--- config.mk ---
export PLATFORM = sky130hd
export DESIGN_NAME = cdb_arbiter
export DESIGN_NICKNAME = d
export VERILOG_FILES = /design/src/rtl/fcpu_pkg.sv /design/src/rtl/cdb_src_fifo.sv /design/src/rtl/cdb_arbiter.sv
export SDC_FILE = /design/constraint.sdc
export NUM_CORES = 1
export LEC_CHECK = 0
export BUFFER_PORTS_ARGS = -buffer_cell sky130_fd_sc_hd__buf_2
export CAP_MARGIN = 0
export CORE_MARGIN = 4
export CORE_UTILIZATION = 54
export DETAILED_ROUTE_END_ITERATION = 12
export HOLD_SLACK_MARGIN = 0.03
export PLACE_DENSITY = 0.85
export SYNTH_ARGS = -nofsm -noshare
export SYNTH_HDL_FRONTEND = slang
export SYNTH_SLANG_ARGS = --single-unit
--- constraint.sdc ---
create_clock -name clk -period 2.96 [get_ports clk]
set_input_delay 0.296 -clock clk [delete_from_list [all_inputs] [get_ports clk]]
set_output_delay 0.296 -clock clk [all_outputs]
set_load 0.02 [all_outputs]
--- src/rtl/fcpu_pkg.sv ---
// Shared CDB definitions: field widths and the packed {tag, data} record.
// The tag/data offsets are common to the arbiter, reservation stations and ROB.
package fcpu_pkg;

  localparam int RSV_ID_W = 6;
  localparam int DATA_W   = 32;
  localparam int CDB_W    = RSV_ID_W + DATA_W;

  typedef struct packed {
    logic [RSV_ID_W-1:0] tag;
    logic [DATA_W-1:0]   data;
  } cdb_t;

endpackage

--- src/rtl/cdb_src_fifo.sv ---
// Per-source result FIFO for the CDB arbiter.
// Pointers carry a wrap bit so full and empty are distinguishable without a counter.
module cdb_src_fifo
  import fcpu_pkg::*;
#(
  parameter int  DEPTH_W = 2,
  parameter type entry_t = cdb_t
) (
  input  logic   clk,
  input  logic   nrst,
  input  logic   push_i,
  input  entry_t push_data_i,
  input  logic   pop_i,
  input  logic   flush_i,
  output logic   full_o,
  output logic   empty_o,
  output entry_t head_o
);

  localparam int DEPTH = 1 << DEPTH_W;
  localparam int PTR_W = DEPTH_W + 1;

  logic [PTR_W-1:0] wr_q, wr_d;
  logic [PTR_W-1:0] rd_q, rd_d;
  entry_t           mem_q [DEPTH];
  logic             do_push;
  logic             do_pop;

  assign full_o  = (wr_q[DEPTH_W] != rd_q[DEPTH_W]) &&
                   (wr_q[DEPTH_W-1:0] == rd_q[DEPTH_W-1:0]);
  assign empty_o = (wr_q == rd_q);
  assign head_o  = mem_q[rd_q[DEPTH_W-1:0]];

  // Flush wins over both push and pop in the same cycle.
  assign do_push = push_i && !full_o && !flush_i;
  assign do_pop  = pop_i && !empty_o && !flush_i;

  always_comb begin
    wr_d = wr_q;
    rd_d = rd_q;
    if (flush_i) begin
      wr_d = '0;
      rd_d = '0;
    end else begin
      if (do_push) wr_d = wr_q + PTR_W'(1);
      if (do_pop)  rd_d = rd_q + PTR_W'(1);
    end
  end

  always_ff @(posedge clk or negedge nrst) begin
    if (!nrst) begin
      wr_q <= '0;
      rd_q <= '0;
    end else begin
      wr_q <= wr_d;
      rd_q <= rd_d;
    end
  end

  always_ff @(posedge clk) begin
    if (do_push) mem_q[wr_q[DEPTH_W-1:0]] <= push_data_i;
  end

endmodule

--- src/rtl/cdb_arbiter.sv ---
// CDB producer: buffers N_SOURCES FU result streams and broadcasts one per cycle, round-robin.
// Optional `CDB_BYPASS_EN lets a winner with an empty FIFO skip it (1-cycle latency).
module cdb_arbiter
  import fcpu_pkg::*;
#(
  parameter  int N_SOURCES    = 4,
  parameter  int FIFO_DEPTH_W = 2,
  localparam int SRC_W        = (N_SOURCES > 1) ? $clog2(N_SOURCES) : 1
) (
  input  logic                         clk,
  input  logic                         nrst,
  input  logic [N_SOURCES-1:0]         src_valid,
  input  logic [N_SOURCES*RSV_ID_W-1:0] src_tag,
  input  logic [N_SOURCES*DATA_W-1:0]  src_data,
  output logic [N_SOURCES-1:0]         src_ready,
  input  logic                         i_flush,
  output logic                         cdb_valid,
  output logic [CDB_W-1:0]             cdb,
  output logic [SRC_W-1:0]             cdb_src
);

  cdb_t                 src_ent [N_SOURCES];
  cdb_t                 head    [N_SOURCES];
  logic [N_SOURCES-1:0] full;
  logic [N_SOURCES-1:0] empty;
  logic [N_SOURCES-1:0] accept;
  logic [N_SOURCES-1:0] req;
  logic [N_SOURCES-1:0] grant;
  logic [N_SOURCES-1:0] push;
  logic [N_SOURCES-1:0] pop;

  logic                 ready_en_q;
  logic [SRC_W-1:0]     rr_ptr_q, rr_ptr_d;
  logic [SRC_W-1:0]     gnt_idx;
  logic                 any_gnt;
  logic                 cdb_valid_q, cdb_valid_d;
  cdb_t                 cdb_q, cdb_d;
  logic [SRC_W-1:0]     cdb_src_q, cdb_src_d;

  for (genvar i = 0; i < N_SOURCES; i++) begin : g_src
    assign src_ent[i].tag  = src_tag[i*RSV_ID_W +: RSV_ID_W];
    assign src_ent[i].data = src_data[i*DATA_W +: DATA_W];

    // Ready depends only on registered state, so a same-cycle pop never frees a slot.
    assign src_ready[i] = ready_en_q && !full[i];
    assign accept[i]    = src_valid[i] && src_ready[i];

`ifdef CDB_BYPASS_EN
    assign req[i]  = !empty[i] || accept[i];
    assign push[i] = accept[i] && !i_flush && !(grant[i] && empty[i]);
`else
    assign req[i]  = !empty[i];
    assign push[i] = accept[i] && !i_flush;
`endif
    assign pop[i]  = grant[i] && !empty[i] && !i_flush;

    cdb_src_fifo #(
      .DEPTH_W (FIFO_DEPTH_W),
      .entry_t (cdb_t)
    ) u_fifo (
      .clk         (clk),
      .nrst        (nrst),
      .push_i      (push[i]),
      .push_data_i (src_ent[i]),
      .pop_i       (pop[i]),
      .flush_i     (i_flush),
      .full_o      (full[i]),
      .empty_o     (empty[i]),
      .head_o      (head[i])
    );
  end

  // First requester at or after rr_ptr, wrapping.
  always_comb begin
    int               idx;
    logic [SRC_W-1:0] sel;
    grant   = '0;
    gnt_idx = '0;
    any_gnt = 1'b0;
    idx     = 0;
    sel     = '0;
    for (int k = 0; k < N_SOURCES; k++) begin
      idx = int'(rr_ptr_q) + k;
      if (idx >= N_SOURCES) idx = idx - N_SOURCES;
      sel = SRC_W'(idx);
      if (!any_gnt && req[sel]) begin
        any_gnt    = 1'b1;
        gnt_idx    = sel;
        grant[sel] = 1'b1;
      end
    end
  end

  always_comb begin
    rr_ptr_d    = rr_ptr_q;
    cdb_valid_d = 1'b0;
    cdb_d       = cdb_q;
    cdb_src_d   = cdb_src_q;
    if (any_gnt && !i_flush) begin
      cdb_valid_d = 1'b1;
      cdb_src_d   = gnt_idx;
      rr_ptr_d    = (gnt_idx == SRC_W'(N_SOURCES-1)) ? '0 : gnt_idx + SRC_W'(1);
`ifdef CDB_BYPASS_EN
      cdb_d       = empty[gnt_idx] ? src_ent[gnt_idx] : head[gnt_idx];
`else
      cdb_d       = head[gnt_idx];
`endif
    end
  end

  always_ff @(posedge clk or negedge nrst) begin
    if (!nrst) begin
      ready_en_q  <= 1'b0;
      rr_ptr_q    <= '0;
      cdb_valid_q <= 1'b0;
      cdb_q       <= '0;
      cdb_src_q   <= '0;
    end else begin
      ready_en_q  <= 1'b1;
      rr_ptr_q    <= rr_ptr_d;
      cdb_valid_q <= cdb_valid_d;
      cdb_q       <= cdb_d;
      cdb_src_q   <= cdb_src_d;
    end
  end

  assign cdb_valid = cdb_valid_q;
  assign cdb       = cdb_q;
  assign cdb_src   = cdb_src_q;

endmodule

==> flow_metrics.tcl, run 1 <==
set metrics [dict create \
    status "complete, but fails checks" \
    violations "setup timing" \
    post-place-cells 2196 \
    layout_commonest_cell "edfxtp_1" \
    syn-cell-area_mm2 0.0270 \
    synth_cells 1344 \
    period_share_pct 103 \
    synth_fp_nets 1531 \
    wl_per_cell_um 26.8 \
    synth.top_cell.area_share_pct 67.7 \
    worst_pin_slew_ps 954 \
    r2r_setup_slack_ps -80 \
    drv_slew 0 \
    async_flop_share_pct 10.1 \
    worstSetupPathType "register to register" \
    cts_sinks 676 \
    first_iter_violations 1847 \
    core.rowCount 81 \
    grt_pass1_wl_um 97500 \
    via_per_inst 6.00 \
    cts_tree "yes" \
    post-place-ws_ps -131 \
    hpwlAfterDp_um 39000 \
    die_area_mm2 0.0536 \
    whs_ps 163 \
    vias 15000 \
    fillerInstances 3022 \
    fmax_ghz 0.328 \
    slowest_stage "mux4_2" \
    pin_count 204 \
    rsz0062_at_grt "yes" \
    die_w_um 231 \
    rr_worst_depth 10 \
    setup_violations 23 \
    path_max_fanout 5 \
    synth_area_leaders "edfxtp_1, mux4_2, dfrtp_1" \
    worstSetupStartpointType "register" \
    p_leak_nw 11.5 \
    post-route-drc-count 0 \
    grt_pass1_vias 15600 \
    first_pass_iters 6 \
    root_buffer "clkbuf_16" \
    yosysTopAreaCell "edfxtp_1" \
    power_density_mw_per_mm2 881 \
    instances_no_fill 2506 \
    htree_levels 3 \
    syn_avg_cell_area_um2 20.1 \
    core_region_area_mm2 0.0492 \
    yosysUniqueCellTypes 47 \
    ys_ff_latch 676 \
    hold_path_class "input port to register" \
    antenna_found_initial 5 \
    skew_ps 26.2 \
    min_period_ps 3040 \
    finalWirelength_um 67200 \
    fin_ws_ps -84.2 \
    seq_area_frac_synth_pct 74.1 \
    min_path_cells 4 \
    synth_edf_count 608 \
    worstPathCellList "xor2_2 -> or3_4 -> mux4_2 -> or2_4 -> a32oi_4 -> buf_4 -> buf_6 -> buf_12 -> mux2_2 -> o211ai_1" \
    fin_setup_tns_ps -1030 \
    critPathMaxStageDelay_ps 530 \
    grt_max_degree 69 \
    finalNetCount 1968 \
    cts.clk_slew.worst_paths_ps 70 \
    start_util_pct 54.8 \
    layout_common_cells "edfxtp_1, buf_2, mux4_2, dlygate4sd3_1, nand3_1" \
    utilization_pct 68.2 \
    slew-limit-headroom_pct 36.4 \
    place.gp.congestion 0.908 \
    cts_buffers 68 \
    grt_usage_pct 24.6 \
    drive_above_1_share_pct 35.3 \
    ys.flop_type "edfxtp_1" \
    maxCapViolCount 0 \
    overflow 0 \
    port_buffers 203 \
    crit_path_end_kind "register" \
    arrival_ps 3550 \
    die_y_um 231 \
    clk-insertion-delay-late_ps 610 \
    clk_path_buf_depth 3 \
    final_hold_viol_count 0 \
    cp_data_required_time_ps 3460 \
    ant_nets 0 \
    ir_drop_mv 0.790 \
    yosysWarnings 0 \
    area_delta_synth_final_pct 24.4 \
]
## registers in the layout (all words and copies together), names as in the netlist, named ones only
| signal | flops |
|---|---|
| g_src.u_fifo.wr_q | 12 |
| cdb_src | 2 |
| g_src.u_fifo.rd_q | 12 |
| g_src.u_fifo.mem_q | 608 |
| rr_ptr_q | 1 |
| ready_en_q | 1 |
| cdb | 38 |
| cdb_valid | 1 |
## path summary, 6_finish.rpt
kind                                            to                     from
setup / recovery                           cdb[15]  g_src[2].u_fifo.rd_q[0]
hold / removal             g_src[3].u_fifo.wr_q[0]             src_valid[3]
max in group asynchronous  g_src[1].u_fifo.rd_q[1]                     nrst
setup reg to reg                           cdb[15]  g_src[2].u_fifo.rd_q[0]
hold reg to reg                             cdb[6]                   cdb[6]
min in group asynchronous                cdb_valid                     nrst
## cell type report
type	instances	area, µm²	area share, %
diodes	6	15.0	0.0448
clock buffers	90	1880	5.60
clock inverters	35	269	0.803
inverters	12	45.0	0.134
multi-input cells	580	6900	20.6
flip-flops and latches	676	20000	59.6
well taps	664	831	2.48
repair buffers	443	3610	10.8
## where the power goes
part	switching [W]	internal [W]
sequential	0.000381	0.0109
combinational	0.00525	0.00473
clock	0.00353	0.00475
## worst max-delay path: cells and delay by family (launching register included)
family / cells / cell delay, ps
muxes: 2 / 890
xor gates and xnor gates: 1 / 190
DFF: 1 / 430
AOI/OAI and AO/OA: 2 / 330
and+or+nand+nor: 2 / 670
buffers and inverters: 3 / 450
## Yosys cell counts (4+ instances only)
library cell / n
nor3b_1: 4
mux4_2: 154
mux2_1: 8
buf_2: 6
dfrtp_1: 68
buf_1: 4
edfxtp_1: 608
or3_1: 5
a21boi_0: 4
and2_0: 4
a21bo_2: 4
o211ai_2: 18
nor3_1: 4
nor2_1: 31
buf_4: 5
mux2_2: 30
o211ai_1: 24
ha_1: 28
clkbuf_1: 58
mux2i_1: 46
o21ai_0: 9
inv_1: 11
nand2_1: 51
nand3_1: 81
nand3b_1: 4
a31oi_1: 4
xor2_1: 12
and2_1: 16
xnor2_1: 14
a21oi_1: 9
## timing repair
item / 4_1_cts / 5_1_grt
buffers inserted: 12 / 10
hold endpoints to repair: 677 / 0
hold buffers: 154 / 0
gates resized for setup: 21 / 41
endpoints found under the setup margin: 31 / 42
cloned: 1 / 4
pin swaps: 6 / 11
## layer usage
metal | track usage [%] | up-vias | share of wire [%]
met5 | 0 | - | 0.015
met4 | 6.82 | 2 | 3.6
met3 | 5.67 | 163 | 8.5
met2 | 43.6 | 813 | 53
met1 | 30.6 | 7720 | 35
li1 | - | 6349 | -
## stage by stage
step	total power (W)	area (µm²)
2_1_floorplan	0.0167	27000
3_3_place_gp	0.0189	29300
3_5_place_dp	0.0192	29300
4_1_cts	0.0283	33200
5_1_grt	0.0305	33500
6_report	0.0295	33500
## kinds of logic after synthesis
logic type,share of synthesized area [%]
flip-flops,74.1
other,0.0139
multiplexers,16.2
AO/OA/AOI/OAI,2.57
XOR/XNOR,0.845
adder cells (fa/ha/maj),1.30
AND/OR/NAND/NOR,3.64
buffers and inverters,1.42
Power figures use the tool's default switching activity.
==> inputs of run 2 (changes only) <==
Settings changed: BUFFER_PORTS_ARGS -buffer_cell sky130_fd_sc_hd__buf_2 to not set, CORE_MARGIN 4 to 5, CORE_UTILIZATION 54 to 55, DONT_BUFFER_PORTS set to 1, PLACE_DENSITY 0.85 to 0.82.
==> run 2 against run 1 <==
Clock-buffer cell count decreased by 5; critical path type unchanged; utilization decreased by 0.93 points; worst hold slack got worse by 90 ps; maximum frequency decreased by 0.11%; global-route usage decreased by 1.0 points; first-iteration DRC count decreased by 30%; the run still ends with setup timing left; final cell count decreased by 7.1%; flip-flop and latch count unchanged; clock skew increased by 1.8 ps; largest cell class unchanged; final area decreased by 2.2%; die area about the same; sequential share of layout area increased by 1.3 points.
==> flow_metrics.tcl, run 2 (same netlist as run 1, synthesis figures left out) <==
set metrics [dict create \
    worstSetupStartpointType "register" \
    ir_drop_mv 0.955 \
    final_hold_viol_count 0 \
    min_period_ps 3050 \
    cp_data_required_time_ps 3440 \
    core.rowCount 81 \
    first_iter_violations 1287 \
    grt_pass1_vias 14800 \
    wl_per_cell_um 27.4 \
    first_pass_iters 5 \
    cts_tree "yes" \
    finalWirelength_um 63900 \
    multi_input_area_mm2 0.00691 \
    p_leak_nw 10.9 \
    crit_path_end_kind "register" \
    hpwlAfterDp_um 38200 \
    skew_ps 28.0 \
    final_cell_area_mm2 0.0328 \
    clk_path_buf_depth 3 \
    violations "setup timing" \
    largest_register_ff_count 608 \
    overflow 0 \
    grt_usage_pct 23.6 \
    maxCapViolCount 0 \
    cts_buffers 67 \
    die_w_um 231 \
    core_region_area_mm2 0.0487 \
    place.gp.congestion 0.834 \
    fin_setup_tns_ps -851 \
    via_per_inst 6.01 \
    post-route-drc-count 0 \
    worstSetupPathType "register to register" \
    grt_pass1_wl_um 93200 \
    start_util_pct 55.3 \
    r2r-start "g_src[2].u_fifo.wr_q[0]" \
    root_buffer "clkbuf_16" \
    pin_count 204 \
    worst_pin_slew_ps 1030 \
    die_y_um 231 \
    grt_max_degree 80 \
    port_buffers 0 \
    comb_power_share_pct 33.0 \
    fmax_ghz 0.328 \
    rr_worst_depth 10 \
    clkPwrFrac_pct 27.8 \
    vias 14000 \
    die_area_mm2 0.0535 \
    fillerInstances 3017 \
    rsz0062_at_grt "yes" \
    cts_sinks 676 \
    cts.clk_slew.worst_paths_ps 60 \
    drv_slew 0 \
    seqPwrFrac_pct 39.2 \
    layout_commonest_cell "edfxtp_1" \
    power_density_mw_per_mm2 909 \
    seq_area_mm2 0.0200 \
    period_share_pct 103 \
    area_delta_synth_final_pct 21.7 \
    antenna_found_initial 5 \
    endpoint "cdb[28]" \
    power.switching_w 0.00920 \
    setup_violations 26 \
    fin_ws_ps -87.6 \
    clk-insertion-delay-late_ps 610 \
    hold_path_class "input port to register" \
    finalNetCount 1791 \
    r2r-end "cdb[28]" \
    cp-startpoint "g_src[2].u_fifo.wr_q[0]" \
    r2r_setup_slack_ps -90 \
    drive_above_1_share_pct 28.3 \
    layout_common_cells "edfxtp_1, dlygate4sd3_1, mux4_2, nand3_1" \
    ant_nets 0 \
    htree_levels 3 \
    path_max_fanout 9 \
    internal_power_w 0.0206 \
    switching_share_pct 30.9 \
    placed_area_mm2 0.0285 \
    status "complete, but fails checks" \
    slew-limit-headroom_pct 31.1 \
    arrival_ps 3530 \
]
==> run 2: repair_timing <==
item / 4_1_cts / 5_1_grt
cloned: 4 / 3
pin swaps: 4 / 6
setup endpoints to repair: 29 / 41
hold buffers: 157 / 0
resized for setup: 22 / 52
hold endpoints to repair: 701 / 0
buffers inserted: 8 / 3
==> run 2: power by group through the flow <==
stage / clock network [W] / registers (W) / logic, W
after floorplan: 0 / 0.0116 / 0.00509
after global placement: 0 / 0.0118 / 0.00727
after detailed placement: 0 / 0.0118 / 0.00740
after CTS: 0.00838 / 0.0116 / 0.00874
after global routing: 0.00886 / 0.0117 / 0.0104
final: 0.00829 / 0.0117 / 0.00983
==> run 2: cell type report <==
type                    count  share of cell area [%]
multi-input cells         580                    21.1
diodes                      5                  0.0382
inverters                  12                   0.137
well taps                 664                    2.53
clock inverters            38                    1.05
repair buffers            267                    8.81
clock buffers              85                    5.48
flip-flops and latches    676                    60.9
==> run 2: routing by layer <==
metal	track usage [%]	up-vias	share of wire, %
met5	1.01	-	0.16
met4	7.69	6	3.5
met3	6.97	135	9.2
met2	41.0	626	53
met1	28.5	7238	35
li1	-	5989	-
==> run 2: stage by stage <==
stage	std cells	hold slack [ps]	total power (W)	utilization [%]	worst slack (ps)
after floorplan	1344	0.409	0.0167	-	3.45
after global placement	2024	2.28	0.0191	58.4	-74.1
after detailed placement	2024	2.86	0.0192	58.4	-122
after CTS	2316	39.5	0.0288	66.6	-17.8
after global routing	2325	60.8	0.0310	67.3	-150
final	2327	72.9	0.0298	67.3	-87.6
==> run 2: worst min-delay path by stage <==
stage	start	endpoint	slack, ps	depth (start not counted)
finish	src_valid[1]	g_src[1].u_fifo.wr_q[1]	70	3
global route	src_valid[0]	g_src[0].u_fifo.wr_q[0]	60	3
detailed placement	nrst	cdb_valid	3	0
global placement	nrst	cdb_valid	2	0
floorplan	nrst	asynchronous set/reset pin	0.4	0
CTS	src_valid[1]	g_src[1].u_fifo.wr_q[1]	40	3
==> run 2: worst max-delay path, stage by stage, from the launching register on <==
cell and delay, ps:
dfrtp_1 420, xor2_2 210, or3_4 400, mux4_2 510, or2_4 260, a32oi_4 210, buf_6 150, buf_12 150
buf_12 160, mux2i_2 310, o211ai_1 130
